[config.mk]
export PLATFORM = sky130hd
export DESIGN_NAME = cpu_run_controller
export DESIGN_NICKNAME = d
export VERILOG_FILES = /design/src/rtl/cpu_run_controller_pkg.sv /design/src/rtl/pc_stall_detector.sv /design/src/rtl/cpu_run_controller.sv
export SDC_FILE = /design/constraint.sdc
export NUM_CORES = 1
export LEC_CHECK = 0
export CAP_MARGIN = 5
export CORE_ASPECT_RATIO = 0.5
export CORE_MARGIN = 8
export CORE_UTILIZATION = 45
export DETAILED_ROUTE_END_ITERATION = 7
export PLACE_DENSITY = 0.73
export SETUP_SLACK_MARGIN = 0.05
export SYNTH_ARGS = -nofsm -noshare
export SYNTH_HDL_FRONTEND = slang
export SYNTH_SLANG_ARGS = --single-unit
export TNS_END_PERCENT = 1
[constraint.sdc]
create_clock -name clk -period 2.2 [get_ports clk]
set_input_delay 0.33 -clock clk [delete_from_list [all_inputs] [get_ports clk]]
set_output_delay 0.33 -clock clk [all_outputs]
set_load 0.02 [all_outputs]
[src/rtl/cpu_run_controller_pkg.sv]
// Purpose : shared state encoding and default run-control constants for the
//           CPU run controller and the benches that drive it.
// Latency : n/a (package). Backpressure: n/a.
package cpu_run_controller_pkg;

  // Run controller state encoding (3 bits, fixed values shared with benches).
  typedef enum logic [2:0] {
    IDLE       = 3'd0,
    RESET_HOLD = 3'd1,
    RUN        = 3'd2,
    DONE       = 3'd3,
    TIMEOUT    = 3'd4
  } run_state_e;

  // Defaults shared with benches.
  localparam int DEF_RESET_CYCLES = 1;
  localparam int DEF_STALL_LIMIT  = 8;
  localparam int DEF_MAX_CYCLES   = 100000;

  // Bits needed to hold the value n (at least one bit).
  function automatic int cnt_bits(input int n);
    return (n < 2) ? 1 : $clog2(n + 1);
  endfunction

endpackage

[src/rtl/pc_stall_detector.sv]
// Purpose : flags program end when the fetch PC stays unchanged for
//           STALL_LIMIT consecutive enabled samples (e.g. a `j .` loop).
// Latency : stalled is asserted combinationally in the cycle whose edge would
//           complete the STALL_LIMIT-th match. Backpressure: none.
// Ports   : clk, reset (sync, active-high), enable (sample this cycle),
//           clear (forget history), pc (observed PC), stalled (1-cycle pulse).
module pc_stall_detector
  import cpu_run_controller_pkg::*;
#(
  parameter int PC_WIDTH    = 32,
  parameter int STALL_LIMIT = DEF_STALL_LIMIT
) (
  input  logic                clk,
  input  logic                reset,
  input  logic                enable,
  input  logic                clear,
  input  logic [PC_WIDTH-1:0] pc,
  output logic                stalled
);

  localparam int SW = cnt_bits(STALL_LIMIT);
  localparam logic [SW-1:0] LIMIT    = SW'(STALL_LIMIT);
  localparam logic [SW-1:0] LIMIT_M1 = SW'(STALL_LIMIT - 1);

  logic [PC_WIDTH-1:0] r_pc_q;
  logic                r_pc_valid;
  logic [SW-1:0]       r_stall_cnt;
  logic                w_match;

  // The first enabled sample after a clear never matches (r_pc_valid=0).
  assign w_match = r_pc_valid && (pc == r_pc_q);

  // Pulse in the cycle where this edge would bring the counter to the limit,
  // so the owning FSM can leave RUN on that very edge.
  assign stalled = enable && w_match && (r_stall_cnt == LIMIT_M1);

  always_ff @(posedge clk) begin
    if (reset || clear) begin
      r_pc_q      <= '0;
      r_pc_valid  <= 1'b0;
      r_stall_cnt <= '0;
    end else if (enable) begin
      r_pc_q     <= pc;
      r_pc_valid <= 1'b1;
      if (!w_match) begin
        r_stall_cnt <= '0;
      end else if (r_stall_cnt != LIMIT) begin
        r_stall_cnt <= r_stall_cnt + SW'(1);
      end
    end
  end

endmodule

[src/rtl/cpu_run_controller.sv]
// Purpose : sequences a CPU core: holds it in reset for RESET_CYCLES, runs it
//           while counting cycles/retires, stops on PC stall or timeout.
// Latency : all outputs registered; state changes take effect one edge after
//           the triggering input. Backpressure: start is dropped in RESET_HOLD/RUN.
// Ports   : clk, reset (sync active-high), start (run request), pc, retire ->
//           cpu_reset, running, done, timeout, cycle_count, retire_count.
module cpu_run_controller
  import cpu_run_controller_pkg::*;
#(
  parameter int PC_WIDTH     = 32,
  parameter int CNT_WIDTH    = 32,
  parameter int RESET_CYCLES = DEF_RESET_CYCLES,
  parameter int STALL_LIMIT  = DEF_STALL_LIMIT,
  parameter int MAX_CYCLES   = DEF_MAX_CYCLES
) (
  input  logic                 clk,
  input  logic                 reset,
  input  logic                 start,
  input  logic [PC_WIDTH-1:0]  pc,
  input  logic                 retire,
  output logic                 cpu_reset,
  output logic                 running,
  output logic                 done,
  output logic                 timeout,
  output logic [CNT_WIDTH-1:0] cycle_count,
  output logic [CNT_WIDTH-1:0] retire_count
);

  localparam int HW = cnt_bits(RESET_CYCLES);
  localparam logic [HW-1:0]        HOLD_LOAD = HW'(RESET_CYCLES);
  localparam logic [CNT_WIDTH-1:0] CNT_SAT   = '1;
  localparam logic [CNT_WIDTH-1:0] MAX_M1    = CNT_WIDTH'(MAX_CYCLES - 1);

  run_state_e          r_state;
  logic [HW-1:0]       r_hold_cnt;

  logic                w_start_ok;
  logic                w_in_run;
  logic                w_stalled;
  logic                w_cycle_hit;
  logic [CNT_WIDTH-1:0] w_cycle_next;
  logic [CNT_WIDTH-1:0] w_retire_next;

  // start is only honoured when the core is not being reset or running.
  assign w_start_ok = start &&
                      ((r_state == IDLE) || (r_state == DONE) || (r_state == TIMEOUT));
  assign w_in_run   = (r_state == RUN);

  // This RUN edge would bring cycle_count to MAX_CYCLES.
  assign w_cycle_hit   = (cycle_count == MAX_M1);
  assign w_cycle_next  = (cycle_count  == CNT_SAT) ? cycle_count  : cycle_count  + CNT_WIDTH'(1);
  assign w_retire_next = (retire_count == CNT_SAT) ? retire_count : retire_count + CNT_WIDTH'(1);

  pc_stall_detector #(
    .PC_WIDTH    (PC_WIDTH),
    .STALL_LIMIT (STALL_LIMIT)
  ) u_stall (
    .clk     (clk),
    .reset   (reset),
    .enable  (w_in_run),
    .clear   (w_start_ok),
    .pc      (pc),
    .stalled (w_stalled)
  );

  always_ff @(posedge clk) begin
    if (reset) begin
      r_state      <= IDLE;
      r_hold_cnt   <= '0;
      cpu_reset    <= 1'b1;
      running      <= 1'b0;
      done         <= 1'b0;
      timeout      <= 1'b0;
      cycle_count  <= '0;
      retire_count <= '0;
    end else begin
      case (r_state)
        IDLE, DONE, TIMEOUT: begin
          // DONE/TIMEOUT keep cpu_reset low so the core stays inspectable.
          if (w_start_ok) begin
            r_state      <= RESET_HOLD;
            r_hold_cnt   <= HOLD_LOAD;
            cpu_reset    <= 1'b1;
            running      <= 1'b0;
            done         <= 1'b0;
            timeout      <= 1'b0;
            cycle_count  <= '0;
            retire_count <= '0;
          end
        end

        RESET_HOLD: begin
          r_hold_cnt <= r_hold_cnt - HW'(1);
          if (r_hold_cnt == HW'(1)) begin
            r_state   <= RUN;
            cpu_reset <= 1'b0;
            running   <= 1'b1;
          end
        end

        RUN: begin
          cycle_count <= w_cycle_next;
          if (retire) begin
            retire_count <= w_retire_next;
          end
          // Stall takes priority over a timeout landing on the same edge.
          if (w_stalled) begin
            r_state <= DONE;
            running <= 1'b0;
            done    <= 1'b1;
          end else if (w_cycle_hit) begin
            r_state <= TIMEOUT;
            running <= 1'b0;
            timeout <= 1'b1;
          end
        end

        default: begin
          r_state   <= IDLE;
          cpu_reset <= 1'b1;
          running   <= 1'b0;
        end
      endcase
    end
  end

endmodule

# Yosys cells after proc, flatten, opt, wreduce, memory -nomap -nowiden
# Index checks and enable logic that the tools add are counted.
dict set report totals {
  ff_bits 109
  latchBits 0
  ram_bits 0
  mem_bits_ro 0
  in_bits 36
  output_inout_bits 68
  elab_cells 82
  mem_count 0
}
dict set report op_classes {
  n_addsub 4
  mul 0
  div_mod_pow 0
  magnitude_cmp 0
  n_eq_ne 20
  shifts 0
  mux 27
  bitwise 1
  n_reduce_logical 19
}
# operator n
set op_table {}
lappend op_table {{$mux W32} 4}
lappend op_table {{$pmux W32 S2} 2}
lappend op_table {{$add A32 B1 Y32 const B} 2}
lappend op_table {{$eq A32 B32 Y1 const B} 2}
lappend op_table {{$eq A32 B17 Y1 const B} 1}
lappend op_table {{$eq A32 B32 Y1} 1}
lappend op_table {{$ne A2 B2 Y1 const B} 8}
lappend op_table {{$mux W3} 4}
lappend op_table {{$reduce_and A3 Y1} 4}
lappend op_table {{$mux W1} 9}
lappend op_table {{$pmux W3 S3} 1}
lappend op_table {{$mux W4} 2}
lappend op_table {{$reduce_and A4 Y1} 2}
lappend op_table {{$eq A3 B2 Y1 const B} 2}
lappend op_table {{$pmux W1 S2} 3}
lappend op_table {{$pmux W1 S3} 2}
lappend op_table {{$add A4 B1 Y4 const B} 1}
lappend op_table {{$eq A4 B3 Y1 const B} 1}
lappend op_table {{$logic_and A1 B1 Y1} 4}
lappend op_table {{$ne A4 B4 Y1 const B} 1}
lappend op_table {{$reduce_and A2 Y1} 2}
lappend op_table {{$reduce_bool A2 Y1} 2}
lappend op_table {{$eq A3 B1 Y1 const B} 1}
lappend op_table {{$eq A3 B3 Y1 const B} 1}
lappend op_table {{7 further kinds} 9}

# Logic depth before layout (Yosys ltp)
# Gate-level depths: netlist (run 1).
dict set report depth {
  depth_word 6
  mapped_depth 10
  depth_no_buf 7
}

# By module
# From an unflattened synthesis (run 1), not the netlist that was laid out.
dict set report hier_totals {
  hier_cells 707
  hier_area_um2 5788.1
}
# mod instances cells_per_inst area_per_inst_um2
set by_module_without_submodules {}
lappend by_module_without_submodules {cpu_run_controller 1 496 3853.7}
lappend by_module_without_submodules {pc_stall_detector 1 211 1934.4}

# Least setup slack after synthesis (run 1)
# Ideal clock, no wire load.
dict set report synth_timing {
  kind {register -> register}
  from {register cycle_count[6]}
  to {register cycle_count[29]}
  arrival_time_ns 2.162
  required_time_ns 2.141
  setup_slack_ns -0.021
  stages_incl_launch_ff 7
  period_less_slack_ns 2.221
  path_cell_list {dfxtp_1 > nand3_2 > or4_4 > a2111oi_4 > o21ai_2 > or4_1 > nand2_1}
}
dict set report synth_via {
  elab_chain_len 3
  word_cells_on_any_way 6
  classes_between {1 x add/sub; 2 x eq/ne; 2 x mux; 1 x reduce/logical}
}
# element line
set synth_rtl {}
lappend synth_rtl {{start: declaration} cpu_run_controller.sv:25} ;# output logic [CNT_WIDTH-1:0] cycle_count,
lappend synth_rtl {{start signal: assignment} cpu_run_controller.sv:102} ;# cycle_count <= w_cycle_next;
lappend synth_rtl {{$add A32 B1 Y32 / $eq A32 B32 Y1 (equally long branches)} cpu_run_controller.sv:51} ;# assign w_cycle_next = (cycle_count == CNT_SAT) ? cycle_count : cycle_count + CNT_WIDTH'(1);
lappend synth_rtl {{$mux W32 / $ne A2 B2 Y1 (equally long branches)} -}
lappend synth_rtl {{$pmux W32 S2 / $reduce_and A3 Y1 (equally long branches)} -}
# Several ways; a longest one is shown, not always the timed one. The select of a mux whose other input is x is not followed.
# A chain may end at the register's enable or synchronous reset.

# Final worst setup path (run 1)
dict set report layout_timing {
  from {input port pc[14]}
  to {register timeout}
}
dict set report layout_via {
  elab_chain_len 6
}
# element line
set layout_rtl {}
lappend layout_rtl {{start: declaration} cpu_run_controller.sv:19} ;# input logic [PC_WIDTH-1:0] pc,
lappend layout_rtl {{$eq A32 B32 Y1} pc_stall_detector.sv:31} ;# assign w_match = r_pc_valid && (pc == r_pc_q);
lappend layout_rtl {{$logic_and A1 B1 Y1} pc_stall_detector.sv:31}
lappend layout_rtl {{$logic_and A1 B1 Y1 (2 in series)} pc_stall_detector.sv:35} ;# assign stalled = enable && w_match && (r_stall_cnt == LIMIT_M1);
lappend layout_rtl {{$ne A2 B2 Y1 (no source line)} -}
lappend layout_rtl {{$reduce_and A4 Y1 (no source line)} -}
lappend layout_rtl {{end signal: assignment} cpu_run_controller.sv:73} ;# timeout <= 1'b0;
lappend layout_rtl {{end signal: assignment} cpu_run_controller.sv:86} ;# timeout <= 1'b0;
lappend layout_rtl {{end signal: assignment} cpu_run_controller.sv:114} ;# timeout <= 1'b1;
lappend layout_rtl {{end: declaration} cpu_run_controller.sv:24} ;# output logic timeout,
# Every way passes these cells.

==> results.json, run 1 <==
{
  "post-route-period-util_pct": 93.55,
  "overflow": 0,
  "p_leak_nw": 2.484,
  "dp_cells": 968,
  "synth.area.top_cells": "dfxtp_1 39%, xnor2_1 8.1%, nand2_1 7.2%",
  "synth.cell_area_um2": 5539,
  "design.die.area_um2": 16330,
  "grt_pass1_vias": 4928,
  "grtUsageTotal_pct": 17.63,
  "synth_adder_area_share_pct": 1.084,
  "ant_nets": 0,
  "antenna_found_initial": 0,
  "cts_root_buf": "clkbuf_16",
  "ios": 104,
  "cts_buffers": 9,
  "grt_pass1_wl_mm": 24.32,
  "hold_viol_final": 0,
  "firstDrtPassIters": 5,
  "yosysWarnings": 0,
  "fin_skew_ps": 8.044,
  "drc_errors": 0,
  "top_layer": "met4",
  "rsz0062_at_grt": "false",
  "async_flop_share_pct": 0,
  "cts_tree": "done",
  "end_kind": "flip-flop",
  "synth_simple_gate_area_share_pct": 31.90,
  "critPathLaunchType": "primary input",
  "die_height_um": 94.45,
  "crit_top_cell": "nand4_1",
  "crit_buf_inv": 2,
  "hp-class": "flip-flop to flip-flop",
  "fin_total_pwr_mw": 5.591,
  "start_util_pct": 46.50,
  "max_stage_delay_ps": 510,
  "synth_cell_types": 69,
  "worst_path_max_delay_cell": "clkdlybuf4s50_1",
  "ys.flop_type": "dfxtp_1",
  "ys_ff_latch": 109,
  "cts_sinks": 109,
  "wl_per_cell_um": 14.74,
  "postCtsHoldBufs": 0,
  "die_w_um": 172.9,
  "period_needed_ps": 2058,
  "portBuffers": 103,
  "areaGrowthSynthToFinish_pct": 34.72,
  "syn_inst": 671,
  "syn_area_per_cell_um2": 8.255,
  "cp_top_family": "buffers and inverters",
  "grt_max_degree": 43,
  "rows": 28,
  "wl_met3_um": 770,
  "synth-edff-count": 0,
  "powerDensity_nw_per_um2": 749.2,
  "wl_met2_mm": 6.927,
  "synth_xor_xnor_area_share_pct": 13.12,
  "critPathArrivalTime_ps": 2280,
  "synth_compound_area_share_pct": 9.984,
  "worst_pin_slew_ps": 496.1,
  "drt-met1-wl_mm": 6.663,
  "ys_seq_area_share_pct": 39.39,
  "gp_congestion": 0.8811,
  "maxSlewViolCount": 0,
  "fillers": 1042,
  "cp_max_fo": 2,
  "slew_headroom_pct": 66.93,
  "maxCapViolCount": 0,
  "clk-insertion-delay-late_ps": 350,
  "drive_gt1_share_pct": 13.92,
  "synth_top_area_share_pct": 39.39,
  "core_region_area_um2": 11910,
  "setup_violations": 0,
  "dp_hpwl_mm": 10.76,
  "synth.most_common_cell": "dfxtp_1",
  "synth_top_area_cell": "dfxtp_1",
  "diodes": 0,
  "clk_path_buf_depth": 2,
  "route.vias.total": 5277,
  "cts_max_level": 3,
  "required_ps": 2430,
  "netlist_top_cells_count": "109 x dfxtp_1, 106 x nand2_1, 63 x nor2_1",
  "synthMuxAreaShare_pct": 0.5873,
  "layout.nets": 855,
  "clk_pin_slew_ps": 70,
  "peakVddDrop_uv": 490.0,
  "drt_iter0_markers": 333,
  "critPathKind": "primary input to flip-flop",
  "synth_top_family_by_area": "simple AND/OR/NAND/NOR gates",
  "path_cells": "clkdlybuf4s50_1 -> xnor2_1 -> nand4_1 -> nor4b_1 -> buf_4 -> nand4_1 -> o311ai_2 -> a21oi_1",
  "routed_wl_mm": 14.50,
  "viasPerCell": 5.363,
  "fin_cells": 984,
  "max_freq_ghz": 0.4859,
  "run_status": "finished, final reports clean",
  "synth.net_count": 711
}
## metrics by stage
step	util [%]	setup WS (ps)	hold slack, ps	area (um2)	TNS, ps
global placement	59.77	-234.3	454.0	7119	-738.0
finish	62.65	142.0	467.1	7462	0
detailed placement	59.77	-320.0	459.1	7119	-1023
global route	62.65	52.45	485.3	7462	0
CTS	62.35	43.85	468.8	7427	0
floorplan	-	52.11	448.1	5545	0
## cell families (layout without fill, tap and decap cells)
kind of cell	count (synthesis)	count (layout)
flops	109	109
compound gates	85	85
mux	3	3
xor+xnor	83	83
buf+inv	46	194
fa+ha+maj	5	5
simple gates	340	340
## path summary, 6_finish.rpt
kind | cells after the start | slack, ps | endpoint | from
max | 8 | 140 | timeout | pc[14]
max reg2reg | 6 | 160 | cycle_count[29] | cycle_count[8]
min reg2reg | 2 | 470 | u_stall.r_pc_q[30] | u_stall.r_pc_q[30]
min | 2 | 470 | u_stall.r_pc_q[30] | u_stall.r_pc_q[30]
## repair_timing
action / CTS / global route
buffers inserted: 0 / 1
gates resized for setup: 1 / 7
pin swaps: 0 / 1
hold endpoints to repair: 0 / 0
setup endpoints to repair: 6 / 55
## state kept, by name, summed over array words and instances, names as in the netlist, 3 cells and up
| register | flops |
|---|---|
| r_state | 3 |
| retire_count | 32 |
| u_stall.r_pc_q | 32 |
| u_stall.r_stall_cnt | 4 |
| cycle_count | 32 |
## worst register-to-register path, stage by stage, from the launching register on
cell and delay, ps:
dfxtp_2 330, nand3_2 100, or4_4 550, a2111oi_4 380, o21ai_2 130, or4_1 410
nand2_1 80
## report_power, final
group / switching (mW) / internal (mW)
sequential: 0.112 / 2.11
combinational: 0.985 / 0.731
clock: 0.711 / 0.942
total: 1.81 / 3.78
## per-layer routing
metal	up-vias	track usage (%)
met3	14	4.261
met1	2473	22.08
met2	132	30.66
met4	0	4.205
met5	-	0
li1	2658	-
## area by class of cell
cell class	instances	area [um2]	area share (%)
Multi-Input combinational cell	516	3176	42.56
Sequential cell	109	2190	29.34
Timing Repair Buffer	166	1541	20.66
Clock buffer	12	256.5	3.437
Tap cell	165	206.4	2.767
Inverter	13	48.80	0.6539
Clock inverter	3	43.79	0.5869
## cells in the final DEF (no fill, tap or decap), types with 3 or more instances in the layout
cell             instances
nand2_1                105
clkdlybuf4s50_1        103
o211ai_1                 5
or3_1                    6
buf_12                   3
dfxtp_2                  6
dfxtp_1                103
and2_1                   4
clkbuf_16                9
o21ai_0                  5
nor2_1                  63
nand3_1                 26
and4_1                   5
inv_1                   13
nor4b_1                  9
or4_1                    4
a21oi_1                 48
ha_1                     4
nand4_1                 40
nor3_1                  18
xnor2_1                 51
nor4_1                  16
xor2_1                  32
and3_1                  14
buf_4                   60
nand2b_1                 5
Note: power is estimated with default switching activity, not from simulation.
==> run 2: changes to the inputs <==
--- a/config.mk
+++ b/config.mk
@@ -8,10 +8,11 @@
 export CAP_MARGIN = 5
 export CORE_ASPECT_RATIO = 0.5
 export CORE_MARGIN = 8
-export CORE_UTILIZATION = 45
+export CORE_UTILIZATION = 30
 export DETAILED_ROUTE_END_ITERATION = 7
-export PLACE_DENSITY = 0.73
+export PLACE_DENSITY = 0.53
 export SETUP_SLACK_MARGIN = 0.05
+export SLEW_MARGIN = 20
 export SYNTH_ARGS = -nofsm -noshare
 export SYNTH_HDL_FRONTEND = slang
 export SYNTH_SLANG_ARGS = --single-unit
==> run 2 against run 1 <==
Against the previous run: first-iteration DRC count shrank 32%; via count shrank 1.4%; clock-buffer cell count shrank 2; critical endpoint is now cycle_count[16].
==> results.json, run 2 (synthesized netlist as in run 1, its figures left out) <==
{
  "ios": 104,
  "fin_skew_ps": 9.101,
  "maxCapViolCount": 0,
  "cts_tree": "done",
  "clk_path_buf_depth": 2,
  "gp_congestion": 0.7882,
  "grt_pass1_wl_mm": 25.39,
  "fin_cells": 1062,
  "grt_pass1_vias": 5004,
  "postCtsHoldBufs": 0,
  "wl_per_cell_um": 14.53,
  "cts_resized": 0,
  "diodes": 0,
  "path_depth": 6,
  "fin_total_pwr_mw": 5.493,
  "design.die.area_um2": 23330,
  "grtUsageTotal_pct": 13.10,
  "powerDensity_nw_per_um2": 726.7,
  "setup_violations": 0,
  "ant_nets": 0,
  "dp_cells": 1046,
  "die_w_um": 208.2,
  "end_kind": "flip-flop",
  "final_common_cell": "nand2_1",
  "antenna_found_initial": 0,
  "critPathLaunchType": "flip-flop",
  "core_region_area_um2": 18260,
  "portBuffers": 103,
  "period_needed_ps": 2053,
  "route.vias.total": 5204,
  "cts_max_level": 3,
  "areaGrowthSynthToFinish_pct": 36.46,
  "die_height_um": 112.1,
  "start_util_pct": 30.33,
  "maxSlewViolCount": 0,
  "regArea_um2": 2188,
  "drc_errors": 0,
  "postCtsSetupRepairBufs": 0,
  "cts_root_buf": "clkbuf_16",
  "multiInputGateArea_um2": 3197,
  "slew_headroom_pct": 64.94,
  "grt_max_degree": 40,
  "cp_max_fo": 6,
  "overflow": 0,
  "firstDrtPassIters": 5,
  "final_util_pct": 41.39,
  "clk-insertion-delay-late_ps": 360,
  "critPathKind": "flip-flop to flip-flop",
  "rsz0062_at_grt": "true",
  "required_ps": 2450,
  "crit_buf_inv": 0,
  "hold_viol_final": 0,
  "routed_wl_mm": 15.43,
  "cts_buffers": 9,
  "cts_sinks": 109,
  "p_leak_nw": 2.495,
  "fillers": 1856,
  "post-route-period-util_pct": 93.30,
  "hp-class": "flip-flop to flip-flop",
  "run_status": "finished, final reports clean",
  "reg.largest.list": "cycle_count (32), retire_count (32), u_stall.r_pc_q (32)",
  "reg2regPathDepth": 6,
  "drive_gt1_share_pct": 14.72,
  "worst_path_max_delay_cell": "or4_4",
  "drt_iter0_markers": 228,
  "viasPerCell": 4.900,
  "path_cells": "nand4_1 -> or4_4 -> or2_0 -> nor4b_2 -> xnor2_1 -> nor2_1",
  "worst_pin_slew_ps": 525.9,
  "max_freq_ghz": 0.4872,
  "dp_hpwl_mm": 11.72,
  "final_cell_mix": "105 x nand2_1, 104 x dfxtp_1, 103 x clkdlybuf4s50_1, 64 x buf_4, 63 x nor2_1",
  "clk_pin_slew_ps": 80,
  "hold_depth": 2,
  "critPathArrivalTime_ps": 2300,
  "layout.nets": 857,
  "cp_top_family": "simple AND/OR/NAND/NOR gates",
  "max_stage_delay_ps": 500,
  "peakVddDrop_uv": 410.6,
  "rows": 35
}
run 2: cell count changes in the layout (fill, tap and decap cells not counted), sizes merged:
cell / previous run / this run
bufinv: 1 / 0
buf: 63 / 65
inv: 14 / 16
clkbuf: 12 / 10
clkinvlp: 0 / 3
clkinv: 1 / 0
run 2: area by class of cell:
type                       count  share of cell area (%)
inverter                      13                  0.6456
tap                          240                   3.973
clock buffer                  10                   3.162
multi-input combinational    516                   42.29
timing repair buffer         168                   20.26
clock inverter                 6                  0.7118
sequential                   109                   28.95
run 2: routing by layer:
metal / share of wire [%] / global-route usage [%] / up-vias
met2: 47 / 22.49 / 81
met4: 0.91 / 3.010 / 0
met5: 0 / 0 / -
met3: 4.0 / 3.505 / 13
li1: - / - / 2663
met1: 48 / 16.28 / 2447
run 2: where the power goes:
| part | switching [mW] | internal [mW] | leakage (nW) |
|---|---|---|---|
| Sequential | 0.0945 | 2.11 | 0.882 |
| Clock | 0.806 | 0.821 | 0.135 |
| Combinational | 1.00 | 0.665 | 1.48 |
| Total | 1.90 | 3.59 | 2.50 |
run 2: worst paths after layout:
path / from / to / slack, ps
max: cycle_count[12] / cycle_count[16] / 150
min: u_stall.r_pc_q[4] / u_stall.r_pc_q[4] / 470
max reg2reg: cycle_count[12] / cycle_count[16] / 150
min reg2reg: u_stall.r_pc_q[4] / u_stall.r_pc_q[4] / 470
run 2: worst register-to-register path: stages (launching register included):
cell	delay, ps
dfxtp_1	340
nand4_1	140
or4_4	500
or2_0	410
nor4b_2	360
xnor2_1	150
nor2_1	50
run 2: through the flow:
stage	hold WS [ps]	setup WS [ps]	cell area [um2]	TNS, ps
after global routing	483.8	15.66	7559	0
after global placement	454.2	-275.5	7216	-676.4
after detailed placement	458.9	-287.7	7216	-723.9
after floorplan	448.1	52.11	5545	0
final	468.2	147.5	7559	0
after CTS	469.8	83.98	7508	0
==> run 3: changes to the inputs <==
==> constraint.sdc (replaced) <==
create_clock -name clk -period 2.2 [get_ports clk]
set_input_delay 0.44 -clock clk [delete_from_list [all_inputs] [get_ports clk]]
set_output_delay 0.44 -clock clk [all_outputs]
set_load 0.02 [all_outputs]
==> run 3 against run 2 <==
Against the previous run: first-iteration DRC count grew 46%; routed wire length grew 2.4%; worst setup slack gained 9.5 ps; sequential cell count is the same; clock skew grew 2.0 ps; die area is the same; sequential share of layout area shrank 0.50 points; design area grew 1.8%; largest power group unchanged; combinational power is essentially flat; hold slack lost 50 ps; power grew 2.2%.
==> results.json, run 3 (synthesized netlist as in run 1, its figures left out) <==
{
  "gp_congestion": 0.8319,
  "viasPerCell": 4.911,
  "portBuffers": 103,
  "maxCapViolCount": 0,
  "fin_skew_ps": 11.05,
  "cts_max_level": 3,
  "drt_iter0_markers": 334,
  "combinationalPowerShare_pct": 30.3,
  "route.vias.total": 5245,
  "max_freq_ghz": 0.4895,
  "die_height_um": 112.1,
  "firstDrtPassIters": 4,
  "design.die.area_um2": 23330,
  "grt_max_degree": 40,
  "required_ps": 2450,
  "hp-class": "primary input to flip-flop",
  "post-route-period-util_pct": 92.87,
  "hold_path_end": "u_stall.r_pc_q[26]",
  "worst_pin_slew_ps": 428.3,
  "final_cell_mix": "105 x nand2_1, 104 x dfxtp_1, 102 x clkdlybuf4s50_1, 67 x buf_4, 63 x nor2_1",
  "clk_pin_slew_ps": 70,
  "start_util_pct": 30.33,
  "dp_hpwl_mm": 11.83,
  "p_leak_nw": 2.563,
  "critPathArrivalTime_ps": 2290,
  "r2r_slack_ps": 160,
  "design_area_um2": 7692,
  "p_clk_share_pct": 30.5,
  "ios": 104,
  "reg.largest.list": "cycle_count (32), retire_count (32), u_stall.r_pc_q (32)",
  "die_w_um": 208.2,
  "rows": 35,
  "drc_errors": 0,
  "overflow": 0,
  "cts_sinks": 109,
  "hold_depth": 3,
  "core_region_area_um2": 18260,
  "rsz0062_at_grt": "true",
  "p_sw_mw": 1.911,
  "diodes": 0,
  "postCtsHoldBufs": 0,
  "hold_viol_final": 0,
  "ant_nets": 0,
  "fin_total_pwr_mw": 5.615,
  "reg2regPathDepth": 6,
  "rr_endpoint": "cycle_count[30]",
  "seqPwrFrac_pct": 39.2,
  "period_needed_ps": 2043,
  "powerDensity_nw_per_um2": 729.9,
  "cts_root_buf": "clkbuf_16",
  "maxSlewViolCount": 0,
  "run_status": "finished, final reports clean",
  "cts_buffers": 9,
  "grtUsageTotal_pct": 13.62,
  "grt_pass1_vias": 5102,
  "clk-insertion-delay-late_ps": 360,
  "clk_path_buf_depth": 2,
  "peakVddDrop_uv": 381.2,
  "intPower_mw": 3.704,
  "drive_gt1_share_pct": 15.94,
  "switching_share_pct": 34.03,
  "end_kind": "flip-flop",
  "wl_per_cell_um": 14.80,
  "critPathLaunchType": "flip-flop",
  "areaGrowthSynthToFinish_pct": 38.88,
  "reg2reg_from": "r_state[2]",
  "slew_headroom_pct": 71.45,
  "placed_area_um2": 7278,
  "antenna_found_initial": 0,
  "final_common_cell": "nand2_1",
  "routed_wl_mm": 15.81,
  "cts_tree": "done",
  "cp_max_fo": 6,
  "min_from": "pc[26]",
  "setup_violations": 0,
  "critPathKind": "flip-flop to flip-flop",
  "layout.nets": 863,
  "grt_pass1_wl_mm": 26.47
}
[run 3: changes by cell type in the layout (fill, tap and decap cells not counted), sizes merged]
| cell | change |
|---|---|
| buf | +6 |
| bufinv | +1 |
| clkbuf | -1 |
| clkdlybuf4s50 | -1 |
| dlymetal6s2s | +1 |
[run 3: per-stage QoR]
step,util (%),TNS [ps],setup WS (ps),hold slack [ps],cells
2_1_floorplan,-,0,52.11,448.1,671
3_3_place_gp,39.86,-1636,-354.9,454.3,1051
3_5_place_dp,39.86,-2440,-408.4,459.3,1051
4_1_cts,41.58,0,67.56,469.9,1067
5_1_grt,42.12,0,26.24,409.5,1068
6_report,42.12,0,156.9,418.0,1068
[run 3: cell type report]
cell class                 instances  area, um2
clock buffer                       9      225.2
clock inverter                     7      81.33
sequential                       109       2188
fill                            1822      10570
multi-input combinational        516       3232
timing repair buffer             174       1617
tap                              240      300.3
inverter                          13      48.80
[run 3: power by group through the flow]
stage | sequential [mW] | combinational [mW] | clock, mW
final | 2.20 | 1.70 | 1.71
after floorplan | 2.26 | 1.07 | 0
after detailed placement | 2.24 | 1.70 | 0
after global placement | 2.24 | 1.69 | 0
after global routing | 2.22 | 1.90 | 1.85
after CTS | 2.20 | 1.71 | 1.77
[run 3: how the worst max path moves through the flow]
stage,startpoint,to,slack [ps]
global route,pc[2],timeout,30
global placement,pc[26],timeout,-350
finish,r_state[2],cycle_count[30],160
floorplan,cycle_count[10],cycle_count[13],50
CTS,pc[26],timeout,70
detailed placement,pc[23],timeout,-410
[run 3: timing repair]
action / 4_1_cts / 5_1_grt
pin swaps: 0 / 3
setup endpoints to repair: 2 / 24
buffers inserted: 0 / 1
resized for setup: 2 / 16
[run 3: critical path, stage by stage, from the launching register on]
cell and delay, ps:
dfxtp_1 320, or3b_1 490, or4_4 640, buf_12 160
nand4_1 110, xor2_1 160, nor2_1 50
[run 3: routing by layer]
metal | GRT usage [%] | part of all wire, % | wire, um
met4 | 3.669 | 0.47 | 74
met1 | 17.38 | 47 | 7374
met5 | 0 | 0 | 0
met3 | 3.783 | 3.6 | 577
met2 | 22.45 | 49 | 7783
